--- src/rtl/riscv_pkg.sv ---
`default_nettype none
// ============================================================================
// riscv_pkg : shared constants and the fetch queue entry type
// Rev 1.0
// ============================================================================
package riscv_pkg;

    localparam int          XLEN             = 32;
    localparam logic [31:0] NOP_INSTR        = 32'h0000_0013;
    localparam logic [31:0] DEFAULT_RESET_PC = 32'h0000_0000;

    typedef struct packed {
        logic [XLEN-1:0] pc;
        logic [XLEN-1:0] instr;
        logic            filled;
    } fetch_entry_t;

endpackage
`default_nettype wire

--- src/rtl/fetch_queue.sv ---
`default_nettype none
// ============================================================================
// fetch_queue : in-order slot buffer, allocated on request, filled on response
// Rev 1.0
// ============================================================================
module fetch_queue
    import riscv_pkg::*;
#(
    parameter  int DEPTH = 2,
    localparam int PW    = $clog2(DEPTH),
    localparam int CW    = PW + 1
) (
    input  logic            clk,
    input  logic            rst_n,
    input  logic            flush,
    input  logic            alloc,
    input  logic [XLEN-1:0] alloc_pc,
    input  logic            fill,
    input  logic [XLEN-1:0] fill_data,
    input  logic            pop,
    output logic [CW-1:0]   count,
    output logic            head_valid,
    output logic [XLEN-1:0] head_pc,
    output logic [XLEN-1:0] head_instr
);

    fetch_entry_t  r_slot [DEPTH];
    logic [PW-1:0] r_wr_ptr;
    logic [PW-1:0] r_fill_ptr;
    logic [PW-1:0] r_rd_ptr;
    logic [CW-1:0] r_count;
    logic          w_pop;

    assign count      = r_count;
    assign head_pc    = r_slot[r_rd_ptr].pc;
    assign head_instr = r_slot[r_rd_ptr].instr;
    assign head_valid = (r_count != '0) && r_slot[r_rd_ptr].filled;
    assign w_pop      = pop && head_valid;

    // Issue gating guarantees the alloc, fill and pop slots never coincide.
    always_ff @(posedge clk) begin
        if (!rst_n) begin
            r_wr_ptr   <= '0;
            r_fill_ptr <= '0;
            r_rd_ptr   <= '0;
            r_count    <= '0;
            for (int i = 0; i < DEPTH; i++) begin
                r_slot[i] <= '0;
            end
        end else if (flush) begin
            r_wr_ptr   <= '0;
            r_fill_ptr <= '0;
            r_rd_ptr   <= '0;
            r_count    <= '0;
            for (int i = 0; i < DEPTH; i++) begin
                r_slot[i].filled <= 1'b0;
            end
        end else begin
            if (alloc) begin
                r_slot[r_wr_ptr].pc     <= alloc_pc;
                r_slot[r_wr_ptr].filled <= 1'b0;
                r_wr_ptr                <= r_wr_ptr + PW'(1);
            end
            if (fill) begin
                r_slot[r_fill_ptr].instr  <= fill_data;
                r_slot[r_fill_ptr].filled <= 1'b1;
                r_fill_ptr                <= r_fill_ptr + PW'(1);
            end
            if (w_pop) begin
                r_rd_ptr <= r_rd_ptr + PW'(1);
            end
            r_count <= r_count + CW'(alloc) - CW'(w_pop);
        end
    end

endmodule
`default_nettype wire

--- src/rtl/fetch_unit.sv ---
`default_nettype none
// ============================================================================
// fetch_unit : PC, request issue, redirect flush and stale-response dropping
// Rev 1.0    : FETCH_MISALIGN_CHECK_EN adds out_misalign and a halt on bad target
// ============================================================================
module fetch_unit
    import riscv_pkg::*;
#(
    parameter logic [XLEN-1:0] RESET_PC = DEFAULT_RESET_PC,
    parameter int              DEPTH    = 2
) (
    input  logic            clk,
    input  logic            rst_n,
    output logic            imem_req_valid,
    input  logic            imem_req_ready,
    output logic [XLEN-1:0] imem_req_addr,
    input  logic            imem_rsp_valid,
    input  logic [XLEN-1:0] imem_rsp_data,
    input  logic            redirect_valid,
    input  logic [XLEN-1:0] redirect_pc,
    output logic            out_valid,
    input  logic            out_ready,
    output logic [XLEN-1:0] out_instr,
    output logic [XLEN-1:0] out_pc
`ifdef FETCH_MISALIGN_CHECK_EN
    ,
    output logic            out_misalign
`endif
);

    localparam int CW = $clog2(DEPTH) + 1;

    logic [XLEN-1:0] r_pc;
    logic [CW-1:0]   r_drop_cnt;
    logic [CW-1:0]   r_pend;
    logic [CW-1:0]   w_count;
    logic            w_accept;
    logic            w_fill;
    logic            w_drop_rsp;
    logic            w_head_valid;
    logic [XLEN-1:0] w_head_pc;
    logic [XLEN-1:0] w_head_instr;
    logic [XLEN-1:0] w_redirect_pc;
    logic            w_show;
    logic            w_halt;

    assign w_accept   = imem_req_valid && imem_req_ready;
    assign w_drop_rsp = imem_rsp_valid && (r_drop_cnt != '0);
    assign w_fill     = imem_rsp_valid && (r_drop_cnt == '0);

    // count covers live requests and buffered words; drop_cnt covers stale requests.
    assign imem_req_valid = rst_n && !redirect_valid && !w_halt &&
                            ((w_count + r_drop_cnt) < CW'(DEPTH));
    assign imem_req_addr  = r_pc;

    fetch_queue #(
        .DEPTH (DEPTH)
    ) u_queue (
        .clk        (clk),
        .rst_n      (rst_n),
        .flush      (redirect_valid),
        .alloc      (w_accept),
        .alloc_pc   (r_pc),
        .fill       (w_fill),
        .fill_data  (imem_rsp_data),
        .pop        (out_ready),
        .count      (w_count),
        .head_valid (w_head_valid),
        .head_pc    (w_head_pc),
        .head_instr (w_head_instr)
    );

    always_ff @(posedge clk) begin
        if (!rst_n) begin
            r_pc       <= RESET_PC;
            r_drop_cnt <= '0;
            r_pend     <= '0;
        end else begin
            r_pend <= r_pend + CW'(w_accept) - CW'(imem_rsp_valid);
            if (redirect_valid) begin
                r_pc       <= w_redirect_pc;
                r_drop_cnt <= r_pend - CW'(imem_rsp_valid);
            end else begin
                if (w_accept) begin
                    r_pc <= r_pc + 32'd4;
                end
                if (w_drop_rsp) begin
                    r_drop_cnt <= r_drop_cnt - CW'(1);
                end
            end
        end
    end

`ifdef FETCH_MISALIGN_CHECK_EN
    localparam logic [1:0] ST_RUN  = 2'd0;
    localparam logic [1:0] ST_SHOW = 2'd1;
    localparam logic [1:0] ST_HALT = 2'd2;

    logic [1:0] r_state;
    logic [1:0] w_state_next;

    // A misaligned target keeps its low bits in r_pc so the NOP entry reports it.
    assign w_redirect_pc = redirect_pc;

    always_ff @(posedge clk) begin
        if (!rst_n) begin
            r_state <= ST_RUN;
        end else begin
            r_state <= w_state_next;
        end
    end

    always_comb begin
        w_state_next = r_state;
        if (redirect_valid) begin
            w_state_next = (redirect_pc[1:0] != 2'b00) ? ST_SHOW : ST_RUN;
        end else if ((r_state == ST_SHOW) && out_ready) begin
            w_state_next = ST_HALT;
        end
    end

    always_comb begin
        w_show = (r_state == ST_SHOW);
        w_halt = (r_state != ST_RUN);
    end

    assign out_misalign = w_show;
`else
    assign w_redirect_pc = redirect_pc & ~32'h3;
    assign w_show        = 1'b0;
    assign w_halt        = 1'b0;
`endif

    assign out_valid = w_show || w_head_valid;
    assign out_instr = w_show ? NOP_INSTR : w_head_instr;
    assign out_pc    = w_show ? r_pc : w_head_pc;

endmodule
`default_nettype wire
--- config.mk ---
export PLATFORM = sky130hd
export DESIGN_NAME = fetch_unit
export DESIGN_NICKNAME = d
export VERILOG_FILES = /design/src/rtl/riscv_pkg.sv /design/src/rtl/fetch_queue.sv /design/src/rtl/fetch_unit.sv
export SDC_FILE = /design/constraint.sdc
export NUM_CORES = 1
export LEC_CHECK = 0
export ABC_AREA = 1
export CAP_MARGIN = 20
export CORE_MARGIN = 8
export CORE_UTILIZATION = 60
export DETAILED_ROUTE_END_ITERATION = 16
export DONT_BUFFER_PORTS = 1
export GPL_TIMING_DRIVEN = 0
export PLACE_DENSITY = 0.78
export SYNTH_ARGS = -nofsm -noshare
export SYNTH_HDL_FRONTEND = slang
export SYNTH_SLANG_ARGS = --single-unit
--- constraint.sdc ---
create_clock -name clk -period 2.8 [get_ports clk]
set_input_delay 0.42 -clock clk [delete_from_list [all_inputs] [get_ports clk]]
set_output_delay 0.42 -clock clk [all_outputs]
set_load 0.03 [all_outputs]
==> reports/qor.yml, run 1 <==
ys_ff_latch: 166
via_count: 6553
crit_path_max_fanout: 10
worst_path_max_delay_cell: "nor2_1"
final_cells: 1237
yosysWarningCount: 0
path_class: "register to register"
final.setup.tns_ns: 0
antenna_found_initial: 0
cts_sinks: 166
synth_compound_area_share_pct: 2.98
r2r_cells: 11
relSlewSlack_pct: 53.5
crit_arrival_ns: 2.88
skew_ns: 0.00818
synth_top_family_by_area: "simple AND/OR/NAND/NOR gates"
wirelength_mm: 20.2
clk_latency_ns: 0.43
rows: 42
drcViolationCount: 0
drt_iter0_drc: 574
grt_overflow_total: 0
maxCapViolCount: 0
dp.cells: 1205
core_area_um2: 13200
synth_adder_area_share_pct: 1.08
grt_pass1_vias: 6253
firstDrtPassIters: 6
max_freq_ghz: 0.396
reg2reg_slack_ns: 0.28
crit_chain: "buf_2, inv_2, o22ai_1, nor2_1, nand2_1, inv_1, ha_1, inv_1, ha_1, or2_2, a21oi_1"
io_buffers: 0
cts_tree: "done"
run_status: "completed"
track_usage_pct: 23.3
dieArea_um2: 17500
synth_top_cell_area_share_pct: 45.8
end_kind: "register"
ios: 168
clock_path_buffers: 2
cp-start-kind: "register"
grt_max_degree: 22
cts_root_buf: "clkbuf_16"
place_hpwl_mm: 15.1
worstHoldPathCells: 3
ant_nets: 0
numCtsBuffers: 17
yosys.area_share.simple_pct: 31.0
grt_pass1_wl_mm: 32.2
n_antenna_cell: 0
netlist_area_um2: 8130
cts.clk_slew.worst_paths_ns: 0.07
peakVddDrop_mv: 0.415
critPathMaxStageDelay_ns: 0.50
viasPerCell: 5.30
synth_mux_area_share_pct: 0
die_y_um: 132
worst_pin_slew_ns: 0.698
ctsHtreeMaxLevel: 4
routedWlPerCell_um: 16.3
area_growth_pct: 11.4
rsz0062_at_grt: "no"
synth-xor-area-share_pct: 0.646
initial_core_util_pct: 61.4
power.leakage_nw: 4.01
timing.final.crit_share_pct: 90.1
timing.final.crit_period_ns: 2.52
synth_cells: 1022
p_total_mw: 5.78
hold_class: "primary input to register"
final_cell_mix: "nand2_1, nor2_1, edfxtp_1"
seq_area_frac_synth_pct: 56.1
holdWs_ns: 0.199
power_density_nw_per_um2: 638
synth_area_leaders: "edfxtp_1, nand2_1, dfxtp_1"
finalHoldViolations: 0
drv_slew: 0
syn-mean-instance-area_um2: 7.96
setup_viol: 0
fin_nets: 1125
drive_gt1_share_pct: 6.69
required_ns: 3.16
place_congestion: 0.944
final_common_cell: "nand2_1"
fp.dieW_um: 132
holdPathEnd: "u_queue.r_fill_ptr"
yosysTopAreaCell: "edfxtp_1"
r2r-end: "u_queue.count[1]"
synthDistinctLibCells: 31
min_from: "imem_rsp_valid"
-- final cells by class --
type	count	area [µm²]
Multi-Input combinational cell	700	2920
Sequential cell	166	4560
Clock buffer	17	425
Buffer	44	225
Timing Repair Buffer	4	97.6
Clock inverter	15	168
Tap cell	176	220
Fill cell	1082	4180
Inverter	115	437
-- state kept, by name, summed over array words and instances, names as in the netlist, named ones only --
signal              cells
imem_req_addr          30
r_drop_cnt              2
r_pend                  2
u_queue.count           2
u_queue.r_fill_ptr      1
u_queue.r_rd_ptr        1
u_queue.r_slot        126
u_queue.r_wr_ptr        1
-- power by group --
| group | total, mW | switching (mW) | internal [mW] |
|---|---|---|---|
| sequential | 2.90 | 0.129 | 2.77 |
| clock | 2.34 | 1.00 | 1.34 |
| combinational | 0.542 | 0.409 | 0.133 |
| total | 5.78 | 1.54 | 4.24 |
-- worst max-delay path by stage --
stage / start / end / slack [ns] / cells past startpoint
6_report: register / u_queue.count[1] / 0.28 / 11
5_1_grt: r_drop_cnt[0] / u_queue.r_slot[0][19] / 0.11 / 8
4_1_cts: r_drop_cnt[0] / u_queue.r_slot[1][19] / 0.04 / 6
3_5_place_dp: rst_n / u_queue.r_slot[1][19] / -0.17 / 7
3_3_place_gp: rst_n / u_queue.r_slot[1][19] / -0.34 / 6
2_1_floorplan: rst_n / u_queue.r_slot[1][10] / 0.47 / 6
-- layer usage --
layer / vias up / track usage [%] / wire [µm] / share of wire (%)
met2: 277 / 36.8 / 9310 / 46
li1: 3236 / - / - / -
met5: - / 0 / 0 / 0
met4: 0 / 11.7 / 710 / 3.5
met3: 50 / 6.43 / 1820 / 9.0
met1: 2990 / 29.0 / 8320 / 41
-- critical path: cells and delay by family, from the launching register on --
kind            cells  cell delay [ns]
simple gates        3             1.02
buf+inv             4             0.55
flops               1             0.31
fa+ha+maj           2             0.31
compound gates      2             0.24
-- Yosys cell counts --
| library cell | count |
|---|---|
| buf_2 | 6 |
| xnor2_1 | 3 |
| o21ai_1 | 4 |
| nand4_1 | 3 |
| nand3b_1 | 2 |
| nand3_4 | 1 |
| nor3_1 | 2 |
| xor2_1 | 3 |
| nor2_2 | 3 |
| dfxtp_1 | 42 |
| ha_1 | 7 |
| inv_1 | 109 |
| buf_4 | 10 |
| inv_2 | 5 |
| or2_2 | 1 |
| edfxtp_1 | 124 |
| o21a_1 | 1 |
| clkinv_4 | 1 |
| buf_1 | 2 |
| conb_1 | 1 |
| buf_6 | 2 |
| nand2_2 | 2 |
| nor2_1 | 181 |
| nand2_1 | 386 |
| o21ai_0 | 13 |
| clkbuf_1 | 24 |
| o221ai_1 | 1 |
| nor2_4 | 3 |
| nand3_1 | 52 |
| a21oi_1 | 27 |
| o22ai_1 | 1 |
-- cells by family after synthesis --
group,count (synthesis)
flops,166
xor+xnor,6
fa+ha+maj,7
other cells,1
compound gates,47
simple gates,636
buf+inv,159
-- repair_timing --
item | CTS | global route
hold endpoints to repair | 0 | 0
endpoints found under the setup margin | 0 | 32
hold buffers | 0 | 0
setup buffers | 0 | 0
resized for setup | 0 | 2
-- metrics by stage --
step	utilization, %	area (µm²)	setup slack, ns
after floorplan	-	8150	0.472
after global placement	63.2	8370	-0.337
after detailed placement	63.9	8460	-0.166
after CTS	68.4	9060	0.0394
after global routing	68.4	9060	0.107
final	68.4	9060	0.277
No activity file was read; power rests on OpenSTA's default activity.
==> inputs of run 2 (changes only) <==
Settings changed: BUFFER_PORTS_ARGS set to -buffer_cell sky130_fd_sc_hd__clkbuf_2, CORE_UTILIZATION 60 to 55, DONT_BUFFER_PORTS 1 to unset, PLACE_DENSITY 0.78 to 0.82.
==> run 2 against run 1 <==
Compared with the run above:
- setup slack lost 0.058 ns
- sequential power decreased by 2%
- critical path depth decreased by 3
- total power increased by 0.93%
- maximum frequency shrank 2.2%
- core utilization is 0.38 points lower
- first-iteration DRC count is 27% higher
- cell count up 14%
- largest power group unchanged
==> reports/qor.yml, run 2 (synthesized netlist as in run 1, its figures left out) <==
fin_util_pct: 68.0
io_buffers: 159
ios: 168
drive_gt1_share_pct: 18.7
maxCapViolCount: 0
hold_class: "primary input to register"
crit_path_max_fanout: 22
run_status: "completed"
setup_viol: 0
place_hpwl_mm: 16.0
holdBufCountCts: 0
rows: 44
multi_input_area_um2: 2920
postCtsSetupBuffers: 0
relSlewSlack_pct: 47.5
skew_ns: 0.0129
final_cells: 1404
placed_cell_area_um2: 9280
worst_pin_slew_ns: 0.786
grt_max_degree: 24
clock_path_buffers: 2
peakVddDrop_mv: 0.498
n_antenna_cell: 0
drt_iter0_drc: 729
fin_nets: 1284
cp-start-kind: "register"
timing.final.crit_period_ns: 2.58
post_cts_resize_count: 0
regArea_um2: 4560
max_flop_register: "u_queue.r_slot"
initial_core_util_pct: 56.2
dp.cells: 1372
antenna_found_initial: 0
cts_sinks: 166
cts_tree: "done"
final_common_cell: "nand2_1"
die_y_um: 138
drcViolationCount: 0
fp.dieW_um: 138
path_class: "register to register"
place_ws_ns: 0.0595
place_congestion: 0.949
fin_area_um2: 9850
final_cell_mix: "nand2_1, nor2_1, clkbuf_2"
reg2reg_slack_ns: 0.22
fillCellCount: 1157
cts_root_buf: "clkbuf_16"
wirelength_mm: 21.7
p_total_mw: 5.83
core_area_um2: 14500
largest_reg_flops: 126
dieArea_um2: 18900
timing.final.crit_share_pct: 92.2
required_ns: 2.98
track_usage_pct: 23.3
setup_slack_ns: 0.219
grt_overflow_total: 0
via_count: 7248
clk_latency_ns: 0.43
grt_pass1_vias: 6776
routedWlPerCell_um: 15.5
max_freq_ghz: 0.387
crit_arrival_ns: 2.76
area_growth_pct: 21.1
end_kind: "register"
grt_pass1_wl_mm: 33.8
power.leakage_nw: 4.68
drv_slew: 0
ant_nets: 0
power_density_nw_per_um2: 592
cts.clk_slew.worst_paths_ns: 0.07
ctsHtreeMaxLevel: 4
rsz0062_at_grt: "no"
numCtsBuffers: 17
firstDrtPassIters: 5
finalHoldViolations: 0
viasPerCell: 5.16
==> run 2: final timing paths <==
path | from | cells past startpoint | to
hold reg to reg | u_queue.r_slot[0][0] | 2 | u_queue.r_slot[0][0]
hold / removal | rst_n | 3 | imem_req_addr[11]
setup reg to reg | r_drop_cnt[0] | 8 | u_queue.r_slot[0][23]
setup / recovery | r_drop_cnt[0] | 8 | u_queue.r_slot[0][23]
==> run 2: critical path: stages (launching register included) <==
cell and delay (ns):
dfxtp_1 0.36, inv_1 0.07, ha_1 0.23, nand2_1 0.10, nor2_1 0.05, nand2_1 0.23
clkbuf_1 0.45, nand2_1 0.51, buf_16 0.33
==> run 2: power by group <==
| part | leakage [nW] | internal [mW] | switching (mW) |
|---|---|---|---|
| clock | 0.266 | 1.25 | 1.02 |
| combinational | 2.78 | 0.217 | 0.507 |
| sequential | 1.63 | 2.77 | 0.0745 |
==> run 2: final cells by class <==
class / count / area share, %
clock inverter: 14 / 1.44
clock buffer: 18 / 4.36
sequential: 166 / 46.3
buffer: 44 / 2.29
inverter: 115 / 4.43
multi-input combinational: 700 / 29.6
tap: 184 / 2.34
timing repair buffer: 163 / 9.19
==> run 2: routing by layer <==
metal  global-route usage [%]  up-vias  share of wire [%]
li1                         -     3560                  -
met5                        0        -                  0
met2                     38.0      390                 48
met1                     29.9     3260                 39
met4                     8.69        0                2.3
met3                     5.11       38                 10
==> run 2: metrics by stage <==
stage	TNS, ns	hold WS, ns
2_1_floorplan	0	0.444
3_3_place_gp	-15.00	0.454
3_5_place_dp	0	0.468
4_1_cts	0	0.245
5_1_grt	0	0.271
6_report	0	0.251
==> inputs of run 3 (changes only) <==
Settings changed: GPL_TIMING_DRIVEN 0 to 1.
==> run 3 against run 2 <==
Compared with the run above:
- non-clock buffer count is 31 lower
- setup slack improved by 0.28 ns
- critical path depth decreased by 3
- first-iteration DRC count shrank 2.1%
- global-route usage shrank 1.8 points
- combinational power is 5.4% lower
- largest cell class unchanged
- highest routed layer unchanged
==> reports/qor.yml, run 3 (synthesized netlist as in run 1, its figures left out) <==
numCtsBuffers: 17
fin_util_pct: 67.0
rsz0062_at_grt: "no"
power.share.switching_pct: 25.6
clk_latency_ns: 0.42
p_seq_share_pct: 47.4
crit_arrival_ns: 1.88
ios: 168
setup_viol: 0
skew_ns: 0.00700
grt_pass1_wl_mm: 32.0
timing.final.crit_share_pct: 82.1
run_status: "completed"
post_cts_resize_count: 0
max_flop_register: "u_queue.r_slot"
dp.cells: 1341
area_growth_pct: 19.2
cts_sinks: 166
final_common_cell: "nand2_1"
drcViolationCount: 0
cts_root_buf: "clkbuf_16"
worst_pin_slew_ns: 0.672
peakVddDrop_mv: 0.440
dieArea_um2: 18900
critPathMaxStageDelay_ns: 0.39
wirelength_mm: 20.2
end_kind: "output port"
n_antenna_cell: 0
ant_nets: 0
power_density_nw_per_um2: 619
maxCapViolCount: 0
p_sw_mw: 1.53
cts_tree: "done"
final_cell_mix: "nand2_1, nor2_1, clkbuf_2"
clock_path_buffers: 2
crit_path_max_fanout: 32
postCtsSetupBuffers: 0
power.leakage_nw: 4.63
hold_class: "primary input to register"
placed_cell_area_um2: 9070
place_congestion: 0.925
die_y_um: 138
firstDrtPassIters: 5
holdBufCountCts: 0
track_usage_pct: 21.6
drt_iter0_drc: 714
drive_gt1_share_pct: 18.9
io_buffers: 161
clkPwrFrac_pct: 41.2
routedWlPerCell_um: 14.7
required_ns: 2.38
fillCellCount: 1188
final_cells: 1373
final.setup.tns_ns: 0
cp_num_buf_inv: 3
rows: 44
cp-start-kind: "register"
initial_core_util_pct: 56.2
max_freq_ghz: 0.435
timing.final.crit_period_ns: 2.30
antenna_found_initial: 0
combPwrFrac_pct: 11.4
p_int_mw: 4.46
crit_chain: "buf_4, buf_4, nand2_1, nand2_1, clkbuf_2"
cts.clk_slew.worst_paths_ns: 0.06
via_count: 7024
fin_area_um2: 9700
path_class: "register to output port"
grt_max_degree: 63
worst_path_max_delay_cell: "buf_4"
crit_family: "buffers and inverters"
drv_slew: 0
fp.dieW_um: 138
core_area_um2: 14500
ctsHtreeMaxLevel: 4
grt_pass1_vias: 6574
finalHoldViolations: 0
place_hpwl_mm: 14.2
grt_overflow_total: 0
viasPerCell: 5.12
fin_nets: 1253
largest_reg_flops: 126
relSlewSlack_pct: 55.2
==> run 3: final timing paths <==
| path | start | end | slack, ns | cells past startpoint |
|---|---|---|---|---|
| max reg2reg | u_queue.count[1] | u_queue.r_slot[1][51] | 0.51 | 9 |
| min reg2reg | u_queue.r_fill_ptr | u_queue.r_fill_ptr | 0.49 | 2 |
| min | redirect_pc[15] | imem_req_addr[15] | 0.29 | 5 |
| max | register | out_instr[30] | 0.50 | 5 |
==> run 3: per-layer routing <==
layer	vias up	track usage (%)	part of all wire, %
li1	3494	-	-
met1	3190	28.5	42
met2	318	34.9	48
met3	22	3.98	8.6
met4	0	7.48	1.3
met5	-	0	0
==> run 3: area by class of cell <==
type	count	area, µm²	share of cell area, %
tap	184	230	2.37
timing repair buffer	176	918	9.47
sequential	166	4570	47.1
clock inverter	15	200	2.06
multi-input combinational	700	2920	30.1
clock buffer	17	425	4.39
inverter	115	437	4.50
==> run 3: power groups by stage <==
stage	Sequential (mW)	Combinational, mW	Clock [mW]
after global routing	2.86	0.754	2.58
after CTS	2.84	0.689	2.48
final	2.84	0.684	2.47
after global placement	2.89	0.671	0
after floorplan	2.93	0.417	0
after detailed placement	2.89	0.683	0
==> run 3: tightest hold or removal path: stages <==
cell and delay (ns):
clkbuf_2 0.07, nand2_1 0.04, nand2_1 0.06, o21ai_1 0.05
inv_1 0.04
==> run 3: metrics by stage <==
step / power [mW] / setup WS (ns) / hold WS, ns
after floorplan: 3.34 / 0.472 / 0.444
after global placement: 3.56 / 0.485 / 0.454
after detailed placement: 3.58 / 0.446 / 0.458
after CTS: 6.01 / 0.455 / 0.281
after global routing: 6.19 / 0.308 / 0.301
final: 6.00 / 0.501 / 0.289
